### src/rtl/lfsr_pkg.sv
// Shared definitions for the LFSR random-byte dispenser.
// Generator constants, sequencer states and the LFSR step function.
package lfsr_pkg;

    localparam int LFSR_W = 8;
    localparam logic [LFSR_W-1:0] LFSR_TAPS = 8'hB8;
    localparam logic [LFSR_W-1:0] LFSR_RESET = 8'hFF;

    // WARMUP discards generator output, READY hands out bytes
    typedef enum logic {
        ST_WARMUP = 1'b0,
        ST_READY  = 1'b1
    } state_e;

    // One step of x^8+x^6+x^5+x^4+1, shifting toward the MSB
    function automatic logic [LFSR_W-1:0] lfsr_next(
        input logic [LFSR_W-1:0] s
    );
        return {s[LFSR_W-2:0], ^(s & LFSR_TAPS)};
    endfunction

    // The all-zero state would lock the generator, so zero becomes one
    function automatic logic [LFSR_W-1:0] seed_guard(
        input logic [LFSR_W-1:0] seed
    );
        return (seed == '0) ? LFSR_W'(1) : seed;
    endfunction

endpackage

### src/rtl/rr_arbiter.sv
// Combinational round-robin pick: first set request at or above ptr,
// wrapping from NUM_REQ-1 back to 0.
module rr_arbiter #(
    parameter int NUM_REQ = 4
) (
    input  logic [NUM_REQ-1:0]         req,
    input  logic [$clog2(NUM_REQ)-1:0] ptr,
    output logic                       valid,
    output logic [$clog2(NUM_REQ)-1:0] winner
);

    localparam int PW = $clog2(NUM_REQ);

    logic [PW:0] idx;

    // Scan offsets from farthest to nearest so the nearest one wins
    always_comb begin
        valid  = 1'b0;
        winner = '0;
        idx    = '0;
        for (int k = NUM_REQ - 1; k >= 0; k--) begin
            idx = {1'b0, ptr} + (PW+1)'(k);
            if (idx >= (PW+1)'(NUM_REQ)) begin
                idx = idx - (PW+1)'(NUM_REQ);
            end
            if (req[idx]) begin
                valid  = 1'b1;
                winner = idx[PW-1:0];
            end
        end
    end

endmodule

### src/rtl/lfsr_rr_dispenser.sv
// Shares one 8-bit LFSR among NUM_REQ requesters: seed load, warm-up
// discard, and at least STRIDE generator steps between grants.
module lfsr_rr_dispenser
    import lfsr_pkg::*;
#(
    parameter int NUM_REQ = 4,
    parameter int STRIDE  = 8,
    parameter int WARMUP  = 16
) (
    input  logic               clk,
    input  logic               rst,
    input  logic               seed_we,
    input  logic [7:0]         seed,
    input  logic [NUM_REQ-1:0] req,
    output logic [NUM_REQ-1:0] gnt,
    output logic [7:0]         rnd,
    output logic               busy,
    output logic [7:0]         lfsr_state
);

    localparam int PW = $clog2(NUM_REQ);
    localparam logic [7:0] WARM_INIT  = 8'(WARMUP);
    localparam logic [7:0] STRIDE_RLD = 8'(STRIDE - 1);
    localparam state_e     ST_INIT    = (WARMUP == 0) ? ST_READY : ST_WARMUP;
    localparam logic [PW-1:0] PTR_LAST = PW'(NUM_REQ - 1);

    state_e state_q, state_d;
    logic [7:0]         s_q, s_d;
    logic [7:0]         warm_q, warm_d;
    logic [7:0]         stride_q, stride_d;
    logic [PW-1:0]      ptr_q, ptr_d;
    logic [NUM_REQ-1:0] gnt_q, gnt_d;
    logic [7:0]         rnd_q, rnd_d;

    logic          arb_valid;
    logic [PW-1:0] arb_winner;
    logic          grant_en;

    rr_arbiter #(
        .NUM_REQ(NUM_REQ)
    ) u_arb (
        .req   (req),
        .ptr   (ptr_q),
        .valid (arb_valid),
        .winner(arb_winner)
    );

    assign grant_en = (state_q == ST_READY) && (stride_q == 8'd0)
                   && arb_valid && !seed_we;

    // State register plus generator, counter and output flops
    always_ff @(posedge clk) begin
        if (rst) begin
            state_q  <= ST_INIT;
            s_q      <= LFSR_RESET;
            warm_q   <= WARM_INIT;
            stride_q <= 8'd0;
            ptr_q    <= '0;
            gnt_q    <= '0;
            rnd_q    <= 8'd0;
        end else begin
            state_q  <= state_d;
            s_q      <= s_d;
            warm_q   <= warm_d;
            stride_q <= stride_d;
            ptr_q    <= ptr_d;
            gnt_q    <= gnt_d;
            rnd_q    <= rnd_d;
        end
    end

    // Next state: a seed load restarts warm-up, warm-up ends on count 1
    always_comb begin
        state_d = state_q;
        if (seed_we) begin
            state_d = ST_INIT;
        end else if (state_q == ST_WARMUP && warm_q == 8'd1) begin
            state_d = ST_READY;
        end
    end

    // Generator step, counters and the grant/byte hand-out
    always_comb begin
        s_d      = lfsr_next(s_q);
        warm_d   = warm_q;
        stride_d = stride_q;
        ptr_d    = ptr_q;
        gnt_d    = '0;
        rnd_d    = rnd_q;
        if (seed_we) begin
            s_d      = seed_guard(seed);
            warm_d   = WARM_INIT;
            stride_d = 8'd0;
        end else begin
            if (state_q == ST_WARMUP) begin
                warm_d = warm_q - 8'd1;
            end
            if (grant_en) begin
                gnt_d    = {{(NUM_REQ-1){1'b0}}, 1'b1} << arb_winner;
                rnd_d    = s_q;
                stride_d = STRIDE_RLD;
                ptr_d    = (arb_winner == PTR_LAST) ? '0 : arb_winner + PW'(1);
            end else if (stride_q != 8'd0) begin
                stride_d = stride_q - 8'd1;
            end
        end
    end

    assign gnt        = gnt_q;
    assign rnd        = rnd_q;
    assign busy       = (state_q == ST_WARMUP);
    assign lfsr_state = s_q;

endmodule
### config.mk
export PLATFORM = sky130hd
export DESIGN_NAME = lfsr_rr_dispenser
export DESIGN_NICKNAME = d
export VERILOG_FILES = /design/src/rtl/lfsr_pkg.sv /design/src/rtl/rr_arbiter.sv /design/src/rtl/lfsr_rr_dispenser.sv
export SDC_FILE = /design/constraint.sdc
export NUM_CORES = 1
export LEC_CHECK = 0
export ABC_AREA = 1
export CORE_ASPECT_RATIO = 1.25
export CORE_MARGIN = 8
export CORE_UTILIZATION = 38
export CTS_BUF_LIST = sky130_fd_sc_hd__clkbuf_8
export DETAILED_ROUTE_END_ITERATION = 16
export DONT_BUFFER_PORTS = 1
export GPL_TIMING_DRIVEN = 0
export PLACE_DENSITY_LB_ADDON = 0.25
export RECOVER_POWER = 25
export SLEW_MARGIN = 15
export SYNTH_ARGS = -nofsm -noshare
export SYNTH_HDL_FRONTEND = slang
export SYNTH_SLANG_ARGS = --single-unit
### constraint.sdc
create_clock -name clk -period 4.2 [get_ports clk]
set_input_delay 0.84 -clock clk [delete_from_list [all_inputs] [get_ports clk]]
set_output_delay 0.84 -clock clk [all_outputs]
set_load 0.1 [all_outputs]
==> results of run 1 <==
## power by group
group,total (mW),internal (mW),switching (mW)
logic,0.414,0.160,0.254
clock network,0.276,0.147,0.129
registers,0.506,0.419,0.0876
## kinds of logic (layout without fill, tap and decap cells)
kind of cell / Yosys count / after routing / share of synthesized area (%)
flip-flops: 39 / 39 / 41.85
AO/OA/AOI/OAI: 35 / 35 / 10.80
buffers and inverters: 50 / 58 / 11.60
AND/OR/NAND/NOR: 111 / 111 / 29.78
adder cells (fa/ha/maj): 4 / 4 / 2.683
XOR/XNOR: 7 / 7 / 3.286
## how the worst max path moves through the flow
stage,start,to,slack (ps)
2_1_floorplan,state_q$_SDFFE_PP0P_,warm_q[7]$_SDFFE_PP0N_,2350
3_3_place_gp,state_q$_SDFFE_PP0P_,warm_q[7]$_SDFFE_PP0N_,2150
3_5_place_dp,state_q$_SDFFE_PP0P_,warm_q[7]$_SDFFE_PP0N_,2160
4_1_cts,state_q$_SDFFE_PP0P_,busy,1950
5_1_grt,state_q$_SDFFE_PP0P_,busy,1940
6_report,state_q$_SDFFE_PP0P_,busy,1980
## per-stage QoR
step	worst slack [ps]	util, %
after global routing	1936	42.99
after detailed placement	2163	41.03
after CTS	1954	43.15
final	1978	42.99
after global placement	2150	41.03
after floorplan	2352	-
## state kept, by name, summed over array words and instances (netlist names)
register,flops
lfsr_state,8
rnd,8
stride_q,8
warm_q,8
gnt,4
ptr_q,2
state_q,1
## layout by cell type (no fill, tap or decap), drive strengths merged
master  count
nand2      57
inv        46
dfxtp      39
nand3      23
nor2       17
a21oi      15
o21ai      13
nor3        9
clkbuf      8
o211ai      5
xnor2       4
ha          4
xor2        3
buf         3
nand4       2
nor4        2
a31oi       1
or2         1
clkinv      1
o22ai       1
## layer usage
layer  track usage [%]  share of wire (%)  wire length, um  up-vias
met2             18.27                 46             1761       26
met4             5.573                2.1               79        0
met5                 0                  0                0        -
met3             4.563                6.8              261        5
li1                  -                  -                -      794
met1             12.06                 45             1714      667
## layout make-up
| class | instances | area (um^2) | share of cell area [%] |
|---|---|---|---|
| inverter | 46 | 177.7 | 8.738 |
| clock inverter | 1 | 3.754 | 0.1846 |
| clock buffer | 7 | 96.34 | 4.738 |
| multi-input combinational | 157 | 868.3 | 42.71 |
| sequential | 39 | 780.7 | 38.40 |
| tap | 60 | 75.07 | 3.692 |
| buffer | 4 | 31.28 | 1.538 |
==> results.ini, run 1 <==
[layout]
fillCellCount=485
syn2layout_area_growth_pct=8.987
nNetsFinal=272
diodes=0
final_cells=314
layout-drive-gt1-share_pct=15.35
design_area_um2=2033

[grt]
grt_overflow=0
track_usage_pct=11.09
grt_pass1_wl_mm=6.541
grt_pass1_vias=1420
grt_antenna_before_repair=0
grt_max_degree=12

[hold_path]
hp-start=warm_q[5]$_SDFFE_PP0N_
min_path_cells=2
worstHoldEndpoint=warm_q[5]$_SDFFE_PP0N_
hold_path_class=reg2reg

[drt]
ant_nets=0
drt_iter0_markers=44
drtPass1Iterations=4
viasPerCell=4.752
drcViolationCount=0
wl_mm=3.817
vias=1492
wl_per_cell_um=12.16

[clock_network]
cts_tree=yes
clock_sinks=39
cts_hold_buf=0
post_cts_resized=0
cts_made_buffers=5
cts_max_level=2
clk_path_buf_depth=2
clk_latency_ps=290
cts_setup_buffers=0
clock-root-buffer=clkbuf_8
clkSlewWorstSetupHoldPaths_ps=80

[synthesis]
yosysTopAreaCell=dfxtp_1
yosys-top-cells-count=nand2_1, dfxtp_1, inv_1
synthArstFlopShare_pct=0
ys_types=29
avgSynthCellArea_um2=7.583
syn-num-nets=265
synthTopCellsByArea=dfxtp_1, nand2_1, inv_1
ys.warnings.count=0
yosysMostFrequentCell=nand2_1
synthesis.instances=246
syn_area_um2=1866
synth_edf_count=0
yosysSeqAreaShare_pct=41.85
ys_seq_elements=39
netlist.area_leader.share_pct=41.85
synth_ff_type=dfxtp_1

[placed_design]
io_buffer_count=0
dpl_cell_area_um2=1941
place.gp.congestion=0.8095
place_hpwl_mm=2.954
dpl.cell_count=306

[floorplan]
start_util_pct=39.44
die_area_um2=7421
boundaryPins=36
die_x_um=78.67
std_cell_rows=28
core_area_um2=4730
die_h_um=94.34

[timing]
period_share_pct=52.91
tightest_slew_ps=1104
tns_ps=0
skew_ps=5.947
slew_headroom_pct=26.27
rsz0062_at_grt=false
hold_viol=0
fin_crit_ps=2222
finalSetupViolCount=0
slew_viol_final=0
hold_slack_ps=476.7
fmax_ghz=0.4500

[critical_path]
crit_family=buffers and inverters
reg2reg_depth=8
worstReg2RegStart=state_q$_SDFFE_PP0P_
worstPathMaxFanout=6
endpoint_kind=primary output
cpPeakStageDelay_ps=750
regToRegSetupSlack_ps=2180
cp_slowest_cell=inv_1
path_buf_inv=1
crit_arrival_ps=1380
crit_chain=inv_1
rr_endpoint=warm_q[7]$_SDFFE_PP0N_
crit_required_ps=3360
crit_type=reg2out
cp-start-kind=flop
cp.depth=1

[outcome]
status=finished, final reports clean

[power_and_ir_drop]
power_density_nw_per_um2=588.5
peakVddDrop_mv=0.3080
p_total_mw=1.196
leakagePower_nw=0.9497

[flow_run]
maxCapViolCount=0

(Power assumes the default switching activity.)
==> run 2: changes to the inputs <==
--- a/config.mk
+++ b/config.mk
@@ -5,7 +5,7 @@
 export SDC_FILE = /design/constraint.sdc
 export NUM_CORES = 1
 export LEC_CHECK = 0
-export ABC_AREA = 1
+export ABC_AREA = 0
 export CORE_ASPECT_RATIO = 1.25
 export CORE_MARGIN = 8
 export CORE_UTILIZATION = 38
==> constraint.sdc (replaced) <==
create_clock -name clk -period 2.2 [get_ports clk]
set_input_delay 0.44 -clock clk [delete_from_list [all_inputs] [get_ports clk]]
set_output_delay 0.44 -clock clk [all_outputs]
set_load 0.1 [all_outputs]
==> run 2 against run 1 <==
  * Total power increased by 110%
  * Routed wire length shrank 1.9%
  * Core utilization increased by 0.60 points
  * First-iteration DRC count shrank 2.3%
  * Clock skew shrank 0.89 ps
  * Combinational power up 150%
  * Register-to-register slack got worse by 2000 ps
  * Global-route usage is essentially flat
  * Non-clock buffer count up 5
  * Design area decreased by 5.8%
  * Synthesized area decreased by 7.5%
  * Critical path type is now reg2reg
  * Largest power group is now combinational logic
  * Highest routed layer unchanged
==> results.ini, run 2 <==
[timing]
tightest_slew_ps=1074  ; was 1104 ps
rsz0062_at_grt=false  ; unchanged
hold_slack_ps=272.1  ; was 476.7 ps
finalSetupViolCount=0  ; unchanged
fmax_ghz=0.4981
hold_viol=0  ; unchanged
slew_viol_final=0  ; unchanged
slew_headroom_pct=28.33  ; was 26.27%
skew_ps=5.060  ; was 5.947 ps
fin_crit_ps=2008
tns_ps=0  ; unchanged
setup_slack_ps=192.2  ; was 1978 ps
period_share_pct=91.26

[synthesis]
synthArstFlopShare_pct=0  ; unchanged
ys_types=38  ; was 29
synth_edf_count=0  ; unchanged
yosysSeqAreaShare_pct=45.25  ; was 41.85%
netlist.area_leader.share_pct=45.25  ; was 41.85%
avgSynthCellArea_um2=8.758  ; was 7.583 um^2
ys_seq_elements=39  ; unchanged
yosys-top-cells-count=dfxtp_1, nor2_1, a21oi_1  ; was nand2_1, dfxtp_1, inv_1
syn_area_um2=1725  ; was 1866 um^2
ys.warnings.count=0  ; unchanged
yosysTopAreaCell=dfxtp_1  ; unchanged
yosysMostFrequentCell=dfxtp_1  ; was nand2_1
syn-num-nets=216  ; was 265
synthTopCellsByArea=dfxtp_1, a21oi_1, nor2_1  ; was dfxtp_1, nand2_1, inv_1
synth_ff_type=dfxtp_1  ; unchanged
synthesis.instances=197  ; was 246

[critical_path]
rr_endpoint=rnd[5]$_SDFFE_PP0P_  ; was warm_q[7]$_SDFFE_PP0N_
cp-start-kind=flop  ; unchanged
crit_arrival_ps=2180  ; was 1380 ps
worstPathMaxFanout=10  ; was 6
endpoint_kind=flop  ; was primary output
crit_required_ps=2370  ; was 3360 ps
worstReg2RegStart=stride_q[3]$_SDFFE_PP0P_  ; was state_q$_SDFFE_PP0P_
regToRegSetupSlack_ps=190  ; was 2180 ps
reg2reg_depth=5  ; was 8
crit_type=reg2reg  ; was reg2out

[placed_design]
dpl_cell_area_um2=1798  ; was 1941 um^2
place_hpwl_mm=2.768  ; was 2.954 mm
preCtsSetupSlack_ps=215.8  ; was 2163 ps
io_buffer_count=0  ; unchanged
dpl.cell_count=255  ; was 306
place.gp.congestion=0.7225  ; was 0.8095

[floorplan]
die_x_um=76.27  ; was 78.67 um
die_h_um=91.34  ; was 94.34 um
core_area_um2=4392  ; was 4730 um^2
boundaryPins=36  ; unchanged
die_area_um2=6966  ; was 7421 um^2
std_cell_rows=27  ; was 28
start_util_pct=39.29  ; was 39.44%

[grt]
grt_max_degree=15  ; was 12
track_usage_pct=11.12  ; was 11.09%
use_met1_pct=12.50  ; was 12.06%
use_met3_pct=4.734  ; was 4.563%
grt_pass1_wl_mm=6.354  ; was 6.541 mm
top_usage_layer=met2  ; unchanged
grt_use_met2_pct=17.75  ; was 18.27%
grt_pass1_vias=1302  ; was 1420
grt_antenna_before_repair=0  ; unchanged
grt_overflow=0  ; unchanged

[layout]
final_cells=263  ; was 314
mostFrequentLayoutCells=dfxtp_1, nor2_1, a21oi_1, o21ai_0, nand2_1  ; was nand2_1, inv_1, dfxtp_1, nand3_1, o21ai_0
syn2layout_area_growth_pct=10.95  ; was 8.987%
design_area_um2=1914  ; was 2033 um^2
nNetsFinal=223  ; was 272
layout_commonest_cell=dfxtp_1  ; was nand2_1
diodes=0  ; unchanged
layout-drive-gt1-share_pct=9.268  ; was 15.35%
postLayoutCoreUtil_pct=43.59  ; was 42.99%

[clock_network]
cts_max_level=2  ; unchanged
clock_sinks=39  ; unchanged
cts_made_buffers=5  ; unchanged
cts_setup_buffers=0  ; unchanged
cts_tree=yes  ; unchanged
cts_hold_buf=0  ; unchanged
clkSlewWorstSetupHoldPaths_ps=80  ; about the same
clock-root-buffer=clkbuf_8  ; unchanged
clk_path_buf_depth=2  ; unchanged
clk_latency_ps=290  ; about the same

[hold_path]
hp-start=seed[6]  ; was warm_q[5]$_SDFFE_PP0N_
worstHoldEndpoint=lfsr_state[6]$_SDFF_PP1_  ; was warm_q[5]$_SDFFE_PP0N_
min_path_cells=2  ; unchanged
hold_path_class=in2reg  ; was reg2reg

[power_and_ir_drop]
peakVddDrop_mv=0.4684  ; was 0.3080 mV
leakagePower_nw=0.7330  ; was 0.9497 nW
power_density_nw_per_um2=1343  ; was 588.5 nW/um^2
p_total_mw=2.571  ; was 1.196 mW

[flow_run]
maxCapViolCount=0  ; unchanged

[drt]
wl_mm=3.746  ; was 3.817 mm
vias=1336  ; was 1492
drcViolationCount=0  ; unchanged
drtPass1Iterations=4  ; unchanged
wl_per_cell_um=14.24  ; was 12.16 um
ant_nets=0  ; unchanged
viasPerCell=5.080  ; was 4.752
drt_iter0_markers=43  ; was 44

[outcome]
status=finished, final reports clean  ; unchanged

[run 2: logic make-up (layout without fill, tap and decap cells)]
| group | Yosys count | in the layout | share of synthesized area, % |
|---|---|---|---|
| AND/OR/NAND/NOR | 72 | 72 | 21.75 |
| AO/OA/AOI/OAI | 45 | 45 | 15.37 |
| flip-flops | 39 | 39 | 45.25 |
| buffers and inverters | 18 | 26 | 4.423 |
| XOR/XNOR | 10 | 10 | 5.076 |
| multiplexers | 9 | 9 | 5.221 |
| adder cells (fa/ha/maj) | 4 | 4 | 2.901 |
[run 2: worst max path at each step]
stage	startpoint	to	slack [ps]	cells past startpoint
2_1_floorplan	stride_q[3]$_SDFFE_PP0P_	rnd[1]$_SDFFE_PP0P_	310	5
3_3_place_gp	stride_q[3]$_SDFFE_PP0P_	rnd[1]$_SDFFE_PP0P_	210	5
3_5_place_dp	stride_q[3]$_SDFFE_PP0P_	rnd[5]$_SDFFE_PP0P_	220	5
4_1_cts	stride_q[3]$_SDFFE_PP0P_	rnd[5]$_SDFFE_PP0P_	210	5
5_1_grt	stride_q[3]$_SDFFE_PP0P_	rnd[0]$_SDFFE_PP0P_	100	5
6_report	stride_q[3]$_SDFFE_PP0P_	rnd[5]$_SDFFE_PP0P_	190	5
[run 2: layout make-up]
type	count	area, um^2
plain buffers	9	43.79
clock buffers	5	68.82
clock inverters	3	46.29
fillers	446	2477
inverters	9	33.78
multi-input cells	140	868.3
flip-flops and latches	39	780.7
well taps	58	72.57
[run 2: timing repair]
action                                  CTS  global route
gates resized for setup                   0             2
endpoints found under the setup margin    0             3
hold endpoints to repair                  0             0
[run 2: metal layers]
layer	part of all wire, %	routed length (um)
met1	45	1703
met2	46	1721
met3	7.2	270
met4	1.4	51
met5	0	0
[run 2: worst max-delay path: stages (launching register included)]
cell and delay (ps):
dfxtp_1 340, or4_4 580, or4b_4 570, buf_6 160, o21ai_0 150, a21oi_1 90
[run 2: power breakdown]
part / switching [mW] / internal [mW] / leakage (nW)
clock network: 0.264 / 0.341 / 0.0548
registers: 0.165 / 0.786 / 0.318
logic: 0.564 / 0.451 / 0.360
total: 0.993 / 1.58 / 0.733
